### config.mk
export PLATFORM = sky130hd
export DESIGN_NAME = hazard_ctrl
export DESIGN_NICKNAME = d
export VERILOG_FILES = /design/src/rtl/hazard_ctrl.sv
export SDC_FILE = /design/constraint.sdc
export NUM_CORES = 1
export LEC_CHECK = 0
export ABC_CLOCK_PERIOD_IN_PS = 2600
export CORE_MARGIN = 2
export CORE_UTILIZATION = 46
export DETAILED_ROUTE_END_ITERATION = 7
export GPL_TIMING_DRIVEN = 0
export MAX_ROUTING_LAYER = met4
export PLACE_DENSITY = 0.77
export SYNTH_ARGS = -nofsm -noshare
export SYNTH_HDL_FRONTEND = slang
export SYNTH_SLANG_ARGS = --single-unit
### constraint.sdc
create_clock -name clk -period 2.6 [get_ports clk]
set_input_delay 0.65 -clock clk [delete_from_list [all_inputs] [get_ports clk]]
set_output_delay 0.65 -clock clk [all_outputs]
set_load 0.05 [all_outputs]
### src/rtl/hazard_ctrl.sv
// Pipeline hazard sequencer for the 5-stage core: load-use stalls, branch squashes,
// data-memory freezes with a timeout watchdog, and saturating stall/flush counters.
module hazard_ctrl #(
    parameter int MEM_TIMEOUT = 16,
    parameter int CNT_W       = 32
) (
    input  logic             clk,
    input  logic             rst,
    input  logic [4:0]       rs1_de,
    input  logic [4:0]       rs2_de,
    input  logic             use_rs1_de,
    input  logic             use_rs2_de,
    input  logic [4:0]       rd_ex,
    input  logic             RUWr_ex,
    input  logic             DMRd_ex,
    input  logic             br_taken_ex,
    input  logic             mem_req_me,
    input  logic             mem_ack,
    input  logic             clr_cnt,
    output logic             stall_fe,
    output logic             stall_de,
    output logic             stall_ex,
    output logic             stall_me,
    output logic             flush_de,
    output logic             flush_ex,
    output logic             mem_err,
    output logic [CNT_W-1:0] stall_cnt,
    output logic [CNT_W-1:0] flush_cnt
);

    localparam int WCW = $clog2(MEM_TIMEOUT) + 1;
    localparam logic [CNT_W-1:0] CNT_MAX = {CNT_W{1'b1}};

    typedef enum logic [1:0] {
        RUN,
        MEM_WAIT,
        ERROR
    } state_t;

    state_t         state;
    logic [WCW-1:0] wait_cnt;
    logic           freeze;
    logic           load_use;

    // Freeze outranks everything: while memory is stalled, a branch or load-use
    // seen now will simply be presented again once the pipe moves.
    always_comb begin
        freeze   = 1'b0;
        load_use = 1'b0;
        stall_fe = 1'b0;
        stall_de = 1'b0;
        stall_ex = 1'b0;
        stall_me = 1'b0;
        flush_de = 1'b0;
        flush_ex = 1'b0;

        case (state)
            RUN:      freeze = mem_req_me && !mem_ack;
            MEM_WAIT: freeze = !mem_ack;
            default:  freeze = 1'b1;
        endcase

        load_use = DMRd_ex && RUWr_ex && (rd_ex != 5'd0) &&
                   ((use_rs1_de && (rs1_de == rd_ex)) ||
                    (use_rs2_de && (rs2_de == rd_ex)));

        if (freeze) begin
            stall_fe = 1'b1;
            stall_de = 1'b1;
            stall_ex = 1'b1;
            stall_me = 1'b1;
        end else if (br_taken_ex) begin
            flush_de = 1'b1;
            flush_ex = 1'b1;
        end else if (load_use) begin
            stall_fe = 1'b1;
            stall_de = 1'b1;
            flush_ex = 1'b1;
        end
    end

    // wait_cnt counts frozen cycles of the current access; reaching
    // MEM_TIMEOUT-1 while still unacknowledged makes the freeze exactly MEM_TIMEOUT long.
    always_ff @(posedge clk or posedge rst) begin
        if (rst) begin
            state    <= RUN;
            wait_cnt <= '0;
            mem_err  <= 1'b0;
        end else begin
            case (state)
                RUN: begin
                    if (mem_req_me && !mem_ack) begin
                        state    <= MEM_WAIT;
                        wait_cnt <= WCW'(1);
                    end
                end
                MEM_WAIT: begin
                    if (mem_ack) begin
                        state    <= RUN;
                        wait_cnt <= '0;
                    end else if (wait_cnt == WCW'(MEM_TIMEOUT - 1)) begin
                        state   <= ERROR;
                        mem_err <= 1'b1;
                    end else begin
                        wait_cnt <= wait_cnt + WCW'(1);
                    end
                end
                ERROR: begin
                    mem_err <= 1'b1;
                end
                default: begin
                    state    <= RUN;
                    wait_cnt <= '0;
                end
            endcase
        end
    end

    always_ff @(posedge clk or posedge rst) begin
        if (rst) begin
            stall_cnt <= '0;
            flush_cnt <= '0;
        end else if (clr_cnt) begin
            stall_cnt <= '0;
            flush_cnt <= '0;
        end else begin
            if (stall_fe && (stall_cnt != CNT_MAX))
                stall_cnt <= stall_cnt + 1'b1;
            if (flush_de && (flush_cnt != CNT_MAX))
                flush_cnt <= flush_cnt + 1'b1;
        end
    end

endmodule

==> results.cfg, run 1 <==
[synth]
yosys_warnings = 0
synth_nets = 476
seq_area_frac_synth_pct = 44.2
synth_cell_types = 48
synth_cells = 447
postSynth.asyncResetShare_pct = 100
ys_top_cells_by_area = dfrtp_1 (44%), xnor2_1 (11%), nor2_1 (7.0%)
synthFlopType = dfrtp_1
synth_top_cell_by_area = dfrtp_1
synth.cell_area_um2 = 4080
syn_area_per_cell_um2 = 9.12
synth_top_area_share_pct = 44.2
ys_seq_elements = 72
synth_edf_count = 0

[setup_path]
critPathKind = in -> out
critPathLaunchType = input pin
crit_required_ns = 1.95
endpoint_kind = output port
reg2reg_from = stall_cnt[3]
reg2reg_to = stall_cnt[10]
cp_max_fo = 3
crit_arrival_ns = 2.17
r2r_cells = 8
r2r_slack_ns = 0.11

[routing]
wirelength_mm = 10.7
wire_per_inst_um = 15.8
antenna_left = 0
dr_total_vias = 3769
detail_route.iter0.violations = 213
drc = 0
viasPerCell = 5.59
detail_route.first_pass.iterations = 4

[timing]
slew_headroom_pct = 41.9
setup_slack_ns = -0.219
tightest_slew_ns = 0.872
fmax_ghz = 0.355
finalCriticalPeriod_ns = 2.82
slew_violations = 0
skew_ns = 0.00643
tns_ns = -0.395
rsz0062_at_grt = yes
setup_viol = 3
hold_viol_final = 0
period_share_pct = 108

[grt]
grt_pass1_wl_mm = 17.5
grt_usage_pct = 22.6
grt_pass1_vias = 3680
antenna_found_initial = 0
grt_max_degree = 73
overflow = 0

[cts]
cts_max_level = 3
cts_made_buffers = 9
ctsHoldBuffers = 0
worstSkewPairLatency_ns = 0.34
clk_pin_slew_ns = 0.07
clk_path_buf_depth = 2
cts_tree = done
cts_root_buf = clkbuf_8
clock_sinks = 72

[final_layout]
final_nets = 590
drive_gt1_share_pct = 13.8
syn2layout_area_growth_pct = 38.1
num_antenna_cells = 0
utilization_pct = 64.9

[worst_hold_path]
min_path_type = reg -> reg
min_from = mem_err
hold_end = mem_err
min_path_cells = 1

[die]
rows = 34
io_pins = 96
die_w_um = 98.2
initial_core_util_pct = 47.0
die_area_um2 = 9630
core_um2 = 8680
die_h_um = 98.2

[power_and_ir_drop]
power_density_nw_per_um2 = 416
p_int_w = 0.00174
leakage_nw = 2.16
pwr-share-clk_pct = 38.5
switchingPower_w = 0.000600
p_seq_share_pct = 49.1
ir_worst_vdd_uv = 239
p_comb_share_pct = 12.4
swShare_pct = 25.7

[placement]
globalplace.congestion = 0.892
place_hpwl_mm = 7.14
port_buffers = 95

[job]
max_cap_violations = 0

[run_status]
status = finished, violations left
violations = negative setup slack
-- cell families (layout without fill, tap and decap cells) --
family | Yosys count | after routing | synth area share, %
compound gates | 41 | 41 | 6.29
xor+xnor | 62 | 62 | 13.3
simple gates | 233 | 233 | 30.0
fa+ha+maj | 4 | 4 | 1.23
flops | 72 | 72 | 44.2
mux | 5 | 5 | 1.29
buf+inv | 30 | 149 | 3.65
-- how the worst max path moves through the flow --
stage              from  endpoint  slack (ns)  depth (start not counted)
4_1_cts        rd_ex[2]  stall_fe       -0.35                          8
3_5_place_dp   rd_ex[0]  stall_fe       -1.42                          8
2_1_floorplan  rd_ex[0]  stall_fe       -0.27                          6
3_3_place_gp   rd_ex[0]  stall_fe       -1.39                          8
6_report       rd_ex[1]  stall_fe       -0.22                          8
5_1_grt        rd_ex[1]  stall_fe       -0.26                          8
-- per-layer routing --
metal / part of all wire, % / GRT usage [%] / routed length (µm) / up-vias
li1: - / - / - / 1784
met1: 45 / 29.3 / 4780 / 1848
met2: 49 / 35.7 / 5270 / 125
met3: 5.0 / 4.72 / 535 / 12
met4: 0.65 / 7.59 / 69 / 0
met5: 0 / - / 0 / -
-- registers in the layout, indices dropped and copies added, names as in the netlist --
register / flops
state: 2
mem_err: 1
wait_cnt: 5
stall_cnt: 32
flush_cnt: 32
-- cell usage after synthesis, drive strengths merged (2+ instances only) --
| cell | number |
|---|---|
| o211ai | 2 |
| xnor2 | 51 |
| or2 | 3 |
| nand2 | 35 |
| and2 | 2 |
| mux2 | 2 |
| nor2b | 4 |
| or3 | 10 |
| nand3 | 29 |
| nor4b | 4 |
| a21oi | 15 |
| nor2 | 76 |
| and4 | 7 |
| buf | 9 |
| mux2i | 3 |
| and3 | 7 |
| a31oi | 2 |
| o21ai | 13 |
| o22ai | 3 |
| nor3b | 4 |
| xor2 | 11 |
| ha | 4 |
| nand3b | 2 |
| dfrtp | 72 |
| clkbuf | 8 |
| nand4 | 19 |
| nor3 | 17 |
| inv | 13 |
| nor4 | 12 |
-- power by group through the flow --
stage	Combinational (W)	Clock (W)	Sequential, W
global placement	0.000259	0	0.00117
global route	0.000312	0.000961	0.00115
CTS	0.000277	0.000913	0.00115
floorplan	0.000141	0	0.00119
detailed placement	0.000265	0	0.00117
finish	0.000290	0.000902	0.00115
-- final cells by class --
class                      instances  area [µm²]
inverter                          13        55.1
tap                              108         135
sequential                        72        1800
buffer                            17         118
fill                             715        3050
multi-input combinational        345        2310
clock inverter                     3        40.0
timing repair buffer             103        1020
clock buffer                      13         159
-- layout by cell type, fill, tap and decap left out, types with 7 or more instances in the layout --
| cell | instances |
|---|---|
| clkdlybuf4s50_1 | 73 |
| and3_1 | 7 |
| dfrtp_1 | 72 |
| inv_1 | 11 |
| nand4_1 | 18 |
| xnor2_1 | 50 |
| nor2_1 | 75 |
| a21oi_1 | 15 |
| clkbuf_8 | 11 |
| nor3_1 | 9 |
| clkbuf_1 | 10 |
| nand2_1 | 35 |
| or3_1 | 8 |
| o21ai_0 | 12 |
| xor2_1 | 11 |
| and4_1 | 7 |
| buf_4 | 12 |
| nand3_1 | 29 |
-- metrics by stage --
| stage | cells | power (W) | hold WS (ns) | instance area (µm²) | setup slack (ns) |
|---|---|---|---|---|---|
| floorplan | 447 | 0.00133 | 0.453 | 4090 | -0.272 |
| global placement | 650 | 0.00143 | 0.456 | 5180 | -1.39 |
| detailed placement | 650 | 0.00144 | 0.459 | 5180 | -1.42 |
| CTS | 671 | 0.00234 | 0.476 | 5470 | -0.348 |
| global route | 674 | 0.00242 | 0.510 | 5630 | -0.259 |
| finish | 674 | 0.00234 | 0.471 | 5630 | -0.219 |
-- critical path, stage by stage --
cell        delay, ns
buf_8            0.10
or3_4            0.38
o311a_4          0.33
a31oi_4          0.20
buf_8            0.14
clkinvlp_4       0.10
buf_8            0.13
buf_8            0.14
-- what timing repair did --
action | in CTS | in global routing
setup endpoints to repair | 15 | 24
resized for setup | 68 | 30
pin swaps | 5 | 16
setup buffers | 5 | 3
(Power assumes the default switching activity.)
==> run 2: changes to the inputs <==
Settings changed: GPL_TIMING_DRIVEN 0 to not set.
==> run 2 against run 1 <==
The flow still finishes with violations (negative setup slack). Global-route usage down 1.0 points. Worst setup slack improved by 0.12 ns. Sequential power about the same. Utilization is 0.46 points lower. Register-to-register slack improved by 0.25 ns. Flip-flop and latch count unchanged. Clock skew grew 0.0039 ns. Final cell count is 0.30% higher. First-iteration DRC count shrank 49%.
==> results.cfg, run 2 (synthesized netlist as in run 1, its figures left out) <==
[run_status]
violations = negative setup slack
status = finished, violations left

[final_layout]
num_antenna_cells = 0
layout_common_cells = nor2_1 (76), clkdlybuf4s50_1 (73), dfrtp_1 (72)
reg_top3 = flush_cnt: 32 flops, stall_cnt: 32 flops, wait_cnt: 5 flops
fillers = 711
syn2layout_area_growth_pct = 37.1
final_common_cell = nor2_1
final_nets = 592
drive_gt1_share_pct = 13.4

[setup_path]
crit_required_ns = 1.95
endpoint_kind = output port
timing.critical_path.mode_cell = buf_8
critPathLaunchType = input pin
critPathBufInv = 3
max_stage_delay_ns = 0.38
critPathSlowestCell = or3_4
path_delay_family = compound AO/OA/AOI/OAI gates
cp_max_fo = 3
r2r_cells = 8
path_cells = buf_8, or3_4, o311a_4, a31oi_4, clkinvlp_4, buf_8
crit_arrival_ns = 2.05
critPathKind = in -> out
path_depth = 6

[cts]
cts_root_buf = clkbuf_8
cts_tree = done
cts_max_level = 3
ctsHoldBuffers = 0
clk_pin_slew_ns = 0.07
clk_path_buf_depth = 2
worstSkewPairLatency_ns = 0.34
clock_sinks = 72
cts_made_buffers = 9

[routing]
wirelength_mm = 10.0
detail_route.first_pass.iterations = 4
detail_route.iter0.violations = 108
viasPerCell = 5.52
antenna_left = 0
wire_per_inst_um = 14.8
drc = 0
dr_total_vias = 3733

[timing]
rsz0062_at_grt = yes
timing.hold.ws_ns = 0.492
fmax_ghz = 0.371
tns_ns = -0.190
period_share_pct = 104
hold_viol_final = 0
setup_slack_ns = -0.0952
setup_viol = 2
slew_violations = 0
tightest_slew_ns = 0.563
slew_headroom_pct = 62.3
skew_ns = 0.0103
finalCriticalPeriod_ns = 2.70

[power_and_ir_drop]
ir_worst_vdd_uv = 200
leakage_nw = 2.23
p_int_w = 0.00175
p_seq_share_pct = 49.5
p_comb_share_pct = 12.4
swShare_pct = 24.6
switchingPower_w = 0.000572
pwr-share-clk_pct = 38.1
power_density_nw_per_um2 = 416

[die]
initial_core_util_pct = 47.0
die_area_um2 = 9630
die_w_um = 98.2
core_um2 = 8680
die_h_um = 98.2
rows = 34
io_pins = 96

[placement]
port_buffers = 95
globalplace.congestion = 0.922
place_hpwl_mm = 7.19

[grt]
grt_max_degree = 34
grt_pass1_wl_mm = 16.7
overflow = 0
grt_usage_pct = 21.6
antenna_found_initial = 0
grt_pass1_vias = 3624

[job]
max_cap_violations = 0

[worst_hold_path]
min_path_cells = 1
min_path_type = reg -> reg
-- run 2: cell types whose count changed in the layout (fill, tap and decap cells not counted), sizes merged --
cell,previous run,this run
buf,25,37
clkbuf,22,13
clkdlybuf4s15,2,1
dlymetal6s2s,6,9
dlygate4sd2,5,2
-- run 2: final timing paths --
check	start	to	slack (ns)
hold reg to reg	mem_err	mem_err	0.49
setup / recovery	rd_ex[1]	stall_de	-0.1
hold / removal	mem_err	mem_err	0.49
max in group asynchronous	rst	stall_cnt[4]	1.43
min in group asynchronous	rst	flush_cnt[24]	0.63
setup reg to reg	stall_cnt[0]	stall_cnt[22]	0.36
-- run 2: layout make-up --
type / instances / area, µm² / share of cell area, %
tap: 108 / 135 / 2.42
multi-input combinational: 345 / 2160 / 38.7
timing repair buffer: 122 / 1240 / 22.2
sequential: 72 / 1800 / 32.2
clock inverter: 3 / 40.0 / 0.716
clock buffer: 13 / 159 / 2.84
inverter: 13 / 52.6 / 0.940
-- run 2: per-stage QoR --
| stage | utilization, % | worst slack, ns | cell area (µm²) | total power, W | cells |
|---|---|---|---|---|---|
| final | 64.4 | -0.0952 | 5590 | 0.00232 | 676 |
| after global routing | 64.4 | -0.126 | 5590 | 0.00244 | 676 |
| after CTS | 63.6 | -0.135 | 5520 | 0.00235 | 673 |
| after detailed placement | 60.7 | -0.423 | 5270 | 0.00145 | 654 |
| after global placement | 60.7 | -0.387 | 5270 | 0.00144 | 654 |
| after floorplan | - | -0.272 | 4090 | 0.00133 | 447 |
-- run 2: power by group through the flow --
stage	clock [W]	sequential (W)	combinational (W)
floorplan	0	0.00119	0.000141
global placement	0	0.00117	0.000270
detailed placement	0	0.00117	0.000276
CTS	0.000913	0.00115	0.000285
global route	0.000973	0.00115	0.000311
finish	0.000886	0.00115	0.000288
-- run 2: metal layers --
layer	up-vias	wire length [µm]	share of wire, %	GRT usage [%]
li1	1789	-	-	-
met1	1855	4440	44	27.4
met2	79	4980	50	34.6
met3	10	499	5.0	5.15
met4	0	82	0.82	6.64
met5	-	0	0	-
-- run 2: worst register-to-register path: stages (launching register included) --
cell     delay [ns]
dfrtp_1        0.44
ha_1           0.25
nand2_1        0.16
nor2_1         0.14
nand3_1        0.10
a31oi_1        0.46
nand3_1        0.16
or3_1          0.32
a21oi_1        0.14
-- run 2: what timing repair did --
action / CTS / global route
pin swaps: 4 / 13
buffers inserted: 3 / 3
gates resized for setup: 26 / 15
setup endpoints to repair: 6 / 20
endpoints found under the hold margin: 0 / 0
